[src/rtl/imm_gen_pipe.sv]
// imm_gen_pipe: immediate generator with prefix support and a one-stage
// registered valid/ready output. A prefix instruction parks 12 upper bits
// that are combined with the low nibble of the next non-prefix instruction.
module imm_gen_pipe #(
  parameter int          DATA_W     = 16,
  parameter bit          PREFIX_EN  = 1'b1,
  parameter logic [3:0]  PREFIX_OPC = 4'hF
) (
  input  logic              clk,
  input  logic              rst,
  input  logic              flush,
  input  logic              in_valid,
  output logic              in_ready,
  input  logic [15:0]       instr,
  output logic              out_valid,
  input  logic              out_ready,
  output logic [DATA_W-1:0] imm,
  output logic [1:0]        imm_class,
  output logic              out_prefixed,
  output logic              err_pfx_overwrite
);

  typedef enum logic {NO_PFX = 1'b0, PFX_PENDING = 1'b1} state_e;

  state_e              state_q, state_d;
  logic [11:0]         pfx_q, pfx_d;
  logic                out_valid_q, out_valid_d;
  logic [DATA_W-1:0]   imm_q, imm_d;
  logic [1:0]          class_q, class_d;
  logic                prefixed_q, prefixed_d;
  logic                err_q, err_d;

  logic                accept, is_pfx;
  logic [1:0]          opc_class;
  logic [DATA_W-1:0]   plain_imm, pfx_imm;
  logic [15:0]         pfx_val;

  // The output register can take a new word whenever it is empty or draining.
  assign in_ready = !out_valid_q | out_ready;
  // A flush kills whatever instruction is presented alongside it.
  assign accept   = in_valid & in_ready & ~flush;
  assign is_pfx   = PREFIX_EN && (instr[15:12] == PREFIX_OPC);

  // Opcode class and the non-prefixed extension of the instruction field.
  always_comb begin
    opc_class = 2'b00;
    plain_imm = '0;
    if (!instr[15]) begin
      opc_class = 2'b00;
      plain_imm = DATA_W'(instr[3:0]);
    end else if (instr[14:13] == 2'b00) begin
      opc_class = 2'b01;
      plain_imm = DATA_W'($signed(instr[3:0]));
    end else if (instr[14:13] == 2'b01) begin
      opc_class = 2'b10;
      plain_imm = DATA_W'($signed(instr[7:0]));
    end else begin
      opc_class = 2'b11;
      plain_imm = DATA_W'($signed(instr[8:0]));
    end
  end

  // Prefixed value: compute class zero-extends, every other class sign-extends.
  assign pfx_val = {pfx_q, instr[3:0]};
  assign pfx_imm = (opc_class == 2'b00) ? DATA_W'(pfx_val)
                                        : DATA_W'($signed(pfx_val));

  // FSM state register.
  always_ff @(posedge clk) begin
    if (rst) state_q <= NO_PFX;
    else     state_q <= state_d;
  end

  // FSM next state: any accepted prefix lands in PFX_PENDING, anything else leaves it.
  always_comb begin
    state_d = state_q;
    if (flush)       state_d = NO_PFX;
    else if (accept) state_d = is_pfx ? PFX_PENDING : NO_PFX;
  end

  // FSM outputs: next values for the output stage and the prefix register.
  always_comb begin
    out_valid_d = out_valid_q & ~out_ready;
    imm_d       = imm_q;
    class_d     = class_q;
    prefixed_d  = prefixed_q;
    pfx_d       = pfx_q;
    err_d       = 1'b0;
    if (flush) begin
      out_valid_d = 1'b0;
      prefixed_d  = 1'b0;
    end else if (accept) begin
      if (is_pfx) begin
        // A prefix produces no output; the slot simply drains.
        pfx_d = instr[11:0];
        err_d = (state_q == PFX_PENDING);
      end else begin
        out_valid_d = 1'b1;
        imm_d       = (state_q == PFX_PENDING) ? pfx_imm : plain_imm;
        class_d     = opc_class;
        prefixed_d  = (state_q == PFX_PENDING);
      end
    end
  end

  // Output stage and prefix register.
  always_ff @(posedge clk) begin
    if (rst) begin
      out_valid_q <= 1'b0;
      imm_q       <= '0;
      class_q     <= 2'b00;
      prefixed_q  <= 1'b0;
      pfx_q       <= '0;
      err_q       <= 1'b0;
    end else begin
      out_valid_q <= out_valid_d;
      imm_q       <= imm_d;
      class_q     <= class_d;
      prefixed_q  <= prefixed_d;
      pfx_q       <= pfx_d;
      err_q       <= err_d;
    end
  end

  assign out_valid         = out_valid_q;
  assign imm               = imm_q;
  assign imm_class         = class_q;
  assign out_prefixed      = prefixed_q;
  assign err_pfx_overwrite = err_q;

endmodule

[config.mk]
export PLATFORM = sky130hd
export DESIGN_NAME = imm_gen_pipe
export DESIGN_NICKNAME = d
export VERILOG_FILES = /design/src/rtl/imm_gen_pipe.sv
export SDC_FILE = /design/constraint.sdc
export NUM_CORES = 1
export LEC_CHECK = 0
export BUFFER_PORTS_ARGS = -buffer_cell sky130_fd_sc_hd__buf_2
export CORE_MARGIN = 1
export CORE_UTILIZATION = 50
export CTS_BUF_LIST = sky130_fd_sc_hd__clkbuf_16
export CTS_CLUSTER_SIZE = 20
export DETAILED_ROUTE_END_ITERATION = 8
export GPL_TIMING_DRIVEN = 0
export PLACE_DENSITY_LB_ADDON = 0.3
export SYNTH_ARGS = -nofsm -noshare
export SYNTH_HDL_FRONTEND = slang
export SYNTH_SLANG_ARGS = --single-unit
[constraint.sdc]
create_clock -name clk -period 1.4 [get_ports clk]
set_input_delay 0.21 -clock clk [delete_from_list [all_inputs] [get_ports clk]]
set_output_delay 0.21 -clock clk [all_outputs]
set_load 0.02 [all_outputs]
# == Yosys cells after proc, flatten, opt, wreduce, memory -nomap -nowiden ==
# Index checks and enable logic that the tools add are counted.
# classes
n_eq_ne,2
n_mux,10
bitwise_logic,8
n_reduce_logical,7
# ops
cell,count
2-to-1 mux 16 bit,4
AND reduction 3 bit,2
equality test 4 bit (second input constant),1
2-to-1 mux 1 bit,4
2-to-1 mux 2 bit,2
NOT 1 bit,4
OR reduction 4 bit,1
bitwise AND 1 bit,3
equality test 2 x 1 -> 1 bit (second input constant),1
zero test 2 bit,1
AND reduction 2 bit,1
OR reduction 2 bit,1
zero test 1 bit,1
bitwise OR 1 bit,1
# word_totals
reg_bits,34
inputBits,21
word_cells,34

# == Depth between registers and ports, before layout ==
# Gate-level depths: netlist (run 1).
# logic_depth
word_depth,6
mapped_depth,7
mapped_depth_nobuf,4

# == Least setup slack after synthesis (run 1) ==
# No wires, ideal clock.
# synth_timing
path_kind,reg2reg
start,reg out_valid_q (netlist: out_valid)
end,reg imm_q[4] (netlist: imm[4])
setup_ps,132
arrival_time_ps,1376
required_time_ps,1268
setup_slack_ps,-108
path_stages_with_launch,8
n_path_buf,3
cell_sequence,dfxtp_1 or2b_1 buf_4 and3_1 buf_6 buf_12 nand3_1 a31oi_1
# synth_via
elab_chain_cells,5
# synth_rtl
element,line,rtl
start: declaration,27,"logic out_valid_q, out_valid_d;"
start signal: assignment,116,out_valid_q <= out_valid_d;
zero test 1 bit,39,assign in_ready = !out_valid_q | out_ready;
bitwise OR 1 bit,39,
named net in_ready,13,"output logic in_ready,"
bitwise AND 1 bit (2 in a row),41,assign accept = in_valid & in_ready & ~flush;
AND reduction 3 bit (no line),--,
end signal: assignment,117,imm_q <= imm_d;
end: declaration,28,"logic [DATA_W-1:0] imm_q, imm_d;"
# The timed path passes the listed nets, and every way through them passes these cells.
# A chain may end at the register's enable or synchronous reset.

# == Final worst setup path (run 1) ==
# layout_timing
start,reg out_valid_q (netlist: out_valid)
end,reg pfx_q[4]
# layout_via
elab_chain_cells,5
# layout_rtl
element,line,rtl
zero test 1 bit,39,
bitwise OR 1 bit,39,
bitwise AND 1 bit (2 in a row),41,
AND reduction 3 bit (no line),--,
end signal: assignment,120,pfx_q <= pfx_d;
end: declaration,26,"logic [11:0] pfx_q, pfx_d;"
# No other way between the ends.

==> results of run 1 <==
-- worst paths after layout --
| check | startpoint | to | cells past startpoint |
|---|---|---|---|
| worst max register to register | out_valid | pfx_q[4] | 6 |
| worst max-delay path | out_valid | pfx_q[4] | 6 |
| worst min register to register | imm[3] | imm[3] | 2 |
| worst min-delay path | instr[11] | pfx_q[11] | 3 |
-- repair_timing --
item / CTS / global route
buffers inserted: 2 / 2
gates cloned: 0 / 2
gates resized for setup: 3 / 3
pin swaps: 1 / 0
setup endpoints to repair: 24 / 11
-- flip-flops by register name (all words and copies together), names as in the netlist --
name / cells
imm_class: 2
out_prefixed: 1
imm: 16
out_valid: 1
pfx_q: 12
err_pfx_overwrite: 1
state_q: 1
-- Yosys cell counts --
cell	count	area (sq um)
a21o_1	4	30.0
a21oi_1	6	30.0
clkbuf_1	3	11.3
o21ai_0	5	25.0
buf_1	1	3.75
nor3_1	1	5.00
buf_6	4	45.0
a31oi_1	13	81.3
buf_12	1	20.0
nand3b_1	1	7.51
nor4b_2	1	15.0
mux2i_1	14	140
nand2_1	26	97.6
or2b_1	1	7.51
nand3_2	1	10.0
dfxtp_1	34	681
clkbuf_8	1	13.8
and3_1	2	12.5
buf_2	2	10.0
buf_4	1	7.51
nand2b_1	2	12.5
nand4_4	1	21.3
nand3_1	13	65.1
a211oi_1	2	15.0
nand4_1	2	12.5
nor2b_4	1	13.8
nor2_1	13	48.8
-- power by group through the flow --
stage	Clock, W	Combinational (W)	Sequential, W
3_5_place_dp	0	0.000207	0.00102
3_3_place_gp	0	0.000202	0.00102
6_report	0.00104	0.000218	0.000999
5_1_grt	0.00109	0.000233	0.00100
4_1_cts	0.00105	0.000210	0.000999
2_1_floorplan	0	0.000106	0.00104
-- per-stage QoR --
step	setup TNS [ps]	utilization	power (W)	cell area, sq um	hold slack [ps]
after global routing	-40.4	0.699	0.00233	1910	199
final	0	0.699	0.00226	1910	178
after CTS	0	0.677	0.00226	1850	170
after detailed placement	-301	0.620	0.00123	1690	446
after floorplan	0	-	0.00115	1460	279
after global placement	-21.3	0.620	0.00122	1690	440
-- worst max-delay path, delay by kind of cell (launching register included) --
kind | cells | cell delay, ps
buffers and inverters | 2 | 320
flip-flops | 1 | 330
multiplexers | 1 | 170
AND/OR/NAND/NOR | 3 | 410
-- area by class of cell --
class | count | area, sq um
Clock inverter | 3 | 15.0
Fill cell | 223 | 822
Multi-Input combinational cell | 110 | 671
Buffer | 11 | 110
Clock buffer | 5 | 125
Timing Repair Buffer | 45 | 268
Sequential cell | 34 | 684
Tap cell | 31 | 38.8
-- layer usage --
layer	up-vias	global-route usage
met2	54	0.396
met3	5	0.0744
met5	-	0
met4	0	0.125
li1	649	-
met1	652	0.262
-- kinds of logic (layout without fill, tap and decap cells) --
kind of cell,Yosys count,in the layout,share of synthesized area
AO/OA/AOI/OAI,30,30,0.126
buffers and inverters,13,64,0.0772
flip-flops,34,34,0.472
multiplexers,14,14,0.0971
AND/OR/NAND/NOR,65,66,0.228
==> metrics, run 1 <==
Global Route Usage Sum 0.234; Final min period 1350 ps; IO buf count 40; Clk Latency, worst-skew pair 280 ps; most frequent cells in the layout 40 x buf_2, 33 x dfxtp_1, 26 x nand2_1; period utilization 0.968; Peak VDD IR 1260 uV; area of the core 2730 sq um; internal cell power 0.00172 W; r2r setup slk 50 ps; Die W 55.7 um; area added between synthesis and finish 32.5%; register area share after synthesis 0.472; syn_nets 177; initial antenna violation count 0; Sequential Power Share 0.443; diodes inserted 0; CTS Buffer Depth 2; commonest non-fill, non-tap cell in the layout buf_2; P per Cell Area 1180 nW/um^2; Clock power frac 0.461; quantity of hold-fixing buffers added after cts 0; fraction of layout cells with a size suffix above 1 0.317; Worst setup EP type flip-flop; first-pass GRT wire length 5.47 mm; WP data arrival around 1500 ps; vias in the first global route 1222; Routed Antenna Nets 0; largest net degree at the start of global routing 12; Syn Area/Cell ~9.2 sq um; synth warn 0; CTS root buf clkbuf_16; DR WL/cell 14.9 um; Rel. slew slack 0.616; WS Path Type flip-flop to flip-flop; area of the mapped netlist between 1000 and 1500 sq um; H-tree lvl count 2; clk slew on worst S/H paths about 50 ps; Final Skew 5.61 ps; PnR worst setup slack approximately 45 ps; Required @ worst endpoint approximately 1600 ps; met1 wire length 1.49 mm; drt drc 0; type of the most critical hold path input pin to flip-flop; Starting Density 0.528; Gate power share 0.097; Seq cells post-synth 34; first drt pass iteration count 4; Static Leakage just under 0.9 nW; clk sinks 34; slowest stage cell, crit path dfxtp_4; setup violators final 0; 1st-iter DRT viols 43; cell row count 19; WL met2 1.83 mm; Vias/cell 5.69; I/O Pins between 40 and 50; HPWL after DPL about 2.3 mm; total CTS buffers 5; routability-driven placement congestion ratio 0.810; Crit Path Max Fanout 7; ordered list of cells on the worst path or2b_1 > buf_6 > nand4_4 > clkbuf_16 > mux2i_1 > nor2_1; switching portion of total power 0.235; status finished clean; WL met3 just over 200 um; Max Clk Rate 738 MHz; Top Layer Used met4; Max Cap Viol 0; NetSw 0.000531 W; Worst Max-Slew Pin Slew a little under 600 ps; Finished Layout Cells around 240; grt total ovfl 0; Critical Path Max Stage Delay ~330 ps; Placed Instances 227; Vias roughly 1400; DIE AREA 3100 sq um; Synth Instances roughly 160; Final Max Slew Viols 0; synth unique cells 27; pre-CTS setup slack -65.6 ps; WL final 3.57 mm; TritonCTS clock tree built; Die Ht 55.7 um; final hold vios 0; final net count approximately 230; Worst Setup Start Kind flip-flop
(Power assumes the default switching activity.)
==> run 2: changes to the inputs <==
--- a/config.mk
+++ b/config.mk
@@ -11,7 +11,6 @@
 export CTS_BUF_LIST = sky130_fd_sc_hd__clkbuf_16
 export CTS_CLUSTER_SIZE = 20
 export DETAILED_ROUTE_END_ITERATION = 8
-export GPL_TIMING_DRIVEN = 0
 export PLACE_DENSITY_LB_ADDON = 0.3
 export SYNTH_ARGS = -nofsm -noshare
 export SYNTH_HDL_FRONTEND = slang
==> constraint.sdc (replaced) <==
create_clock -name clk -period 1.4 [get_ports clk]
set_input_delay 0.21 -clock clk [delete_from_list [all_inputs] [get_ports clk]]
set_output_delay 0.21 -clock clk [all_outputs]
set_load 0.01 [all_outputs]
==> run 2 against run 1 <==
Net effect:
- clock skew decreased by 0.96 ps
- routed wire length down 11%
- via count fell by 7.1%
- clock power increased by 35%
- worst hold slack worse by 8.6 ps
- register-to-register slack gained 60 ps
- largest cell class unchanged
- largest power group unchanged
==> metrics, run 2 (same netlist as run 1, synthesis figures left out) <==
Global Route Usage Sum 0.229; Clock power frac 0.540; cell row count 19; Worst Max-Slew Pin Slew 608 ps; NetSw around 0.0005 W; area added between synthesis and finish 30.0%; quantity of hold-fixing buffers added after cts 0; Sequential Power Share 0.387; Critical Path Max Stage Delay 310 ps; Worst setup EP type primary output; worst hold slack 170 ps; first-pass GRT wire length between 5 and 6 mm; total setup buffers inserted after CTS 0; HPWL after DPL 2.20 mm; grt total ovfl 0; I/O Pins 43; most frequent cells in the layout 42 x buf_2, 33 x dfxtp_1, 26 x nand2_1; Hold Path End pfx_q[9]; Routed Antenna Nets 0; Gate power share 0.073; H-tree lvl count 2; CTS Buffer Depth 2; Finished Layout Cells between 200 and 250; routability-driven placement congestion ratio 0.792; DIE AREA ~3100 sq um; total CTS buffers 5; Worst Setup Start Kind flip-flop; WL final 3.17 mm; R2R Path End imm[15]; Final min period around 1400 ps; IO buf count 42; fill cell total of the finished layout between 200 and 250; Final Max Slew Viols 0; min-delay src instr[9]; drt drc 0; largest net degree at the start of global routing 35; setup violators final 0; fraction of layout cells with a size suffix above 1 0.322; Vias/cell 5.42; clk sinks 34; period utilization 0.966; slowest stage cell, crit path dfxtp_2; Crit Path Max Fanout 5; WS Path Type flip-flop to primary output; area taken by flip-flops and latches roughly 680 sq um; RR Startpoint out_valid; Rel. slew slack 0.595; first drt pass iteration count 4; Vias 1263; total chip power 0.00259 W; multi-input logic area 659 sq um; area of the core 2730 sq um; initial antenna violation count 0; final hold vios 0; Placed Instances ~230; Peak VDD IR 1380 uV; clk slew on worst S/H paths 50 ps; WP data arrival 1140 ps; Largest register FFs 16; final net count 222; vias in the first global route 1250; Max Clk Rate 739 MHz; r2r setup slk 110 ps; commonest non-fill, non-tap cell in the layout buf_2; Final Skew around 4.6 ps; diodes inserted 0; Static Leakage 0.867 nW; DR WL/cell 13.6 um; Required @ worst endpoint roughly 1200 ps; FF-to-FF path depth 4; Die Ht roughly 56 um; 1st-iter DRT viols 37; status finished clean; P per Cell Area 1380 nW/um^2; CTS root buf clkbuf_16; Clk Latency, worst-skew pair ~280 ps; Die W 55.7 um; switching portion of total power 0.194; Starting Density 0.528; Min-Delay Path Depth 3; TritonCTS clock tree built; internal cell power 0.00208 W; type of the most critical hold path input pin to flip-flop; ordered list of cells on the worst path or2b_4 > buf_6 > buf_2; Max Cap Viol 0
run 2: cell types whose count changed in the layout (fill, tap and decap cells not counted), moves of 2 or more:
cell / previous run / this run
clkbuf_1: 3 / 0
buf_2: 40 / 42
buf_4: 4 / 6
buf_6: 3 / 1
bufinv_16: 0 / 2
run 2: per-layer routing:
layer / vias up / share of wire / track usage
met4: 0 / 0.028 / 0.150
met2: 41 / 0.50 / 0.379
li1: 635 / - / -
met1: 578 / 0.42 / 0.257
met3: 9 / 0.051 / 0.0628
met5: - / 0 / 0
run 2: worst max path at each step:
stage	slack, ps	depth (start not counted)	from	to
3_3_place_gp	100	5	out_ready	imm[8]
4_1_cts	30	3	out_valid	in_ready
5_1_grt	-0.6	3	out_valid	in_ready
3_5_place_dp	70	5	out_valid	imm[7]
6_report	50	3	out_valid	in_ready
2_1_floorplan	10	7	out_valid	imm[4]
run 2: critical path: cells and delay by family, from the launching register on:
kind                   cells  cell delay, ps
and+or+nand+nor            1             300
DFF                        1             310
buffers and inverters      2             260
run 2: stage by stage:
step                worst slack (ps)  area [sq um]   util  TNS [ps]
floorplan                       14.8          1440      -         0
global placement                 104          1670  0.612         0
detailed placement              68.3          1670  0.612         0
CTS                             27.3          1870  0.683         0
global route                  -0.622          1880  0.686    -0.622
finish                          47.1          1880  0.686         0
run 2: layout make-up:
cell class	count	share of cell area
Tap cell	31	0.0207
Multi-Input combinational cell	109	0.352
Clock buffer	5	0.0667
Sequential cell	34	0.364
Timing Repair Buffer	51	0.163
Clock inverter	3	0.0340
run 2: power groups by stage:
| stage | registers [W] | clock network [W] | logic [W] |
|---|---|---|---|
| after floorplan | 0.00103 | 0 | 0.000103 |
| after global placement | 0.00102 | 0 | 0.000181 |
| after detailed placement | 0.00102 | 0 | 0.000185 |
| after CTS | 0.00100 | 0.00143 | 0.000187 |
| after global routing | 0.00100 | 0.00147 | 0.000208 |
| final | 0.00100 | 0.00140 | 0.000189 |
run 2: repair_timing:
action                                  4_1_cts  5_1_grt
gates resized for setup                       1        2
cloned                                        0        0
endpoints found under the setup margin        1        1
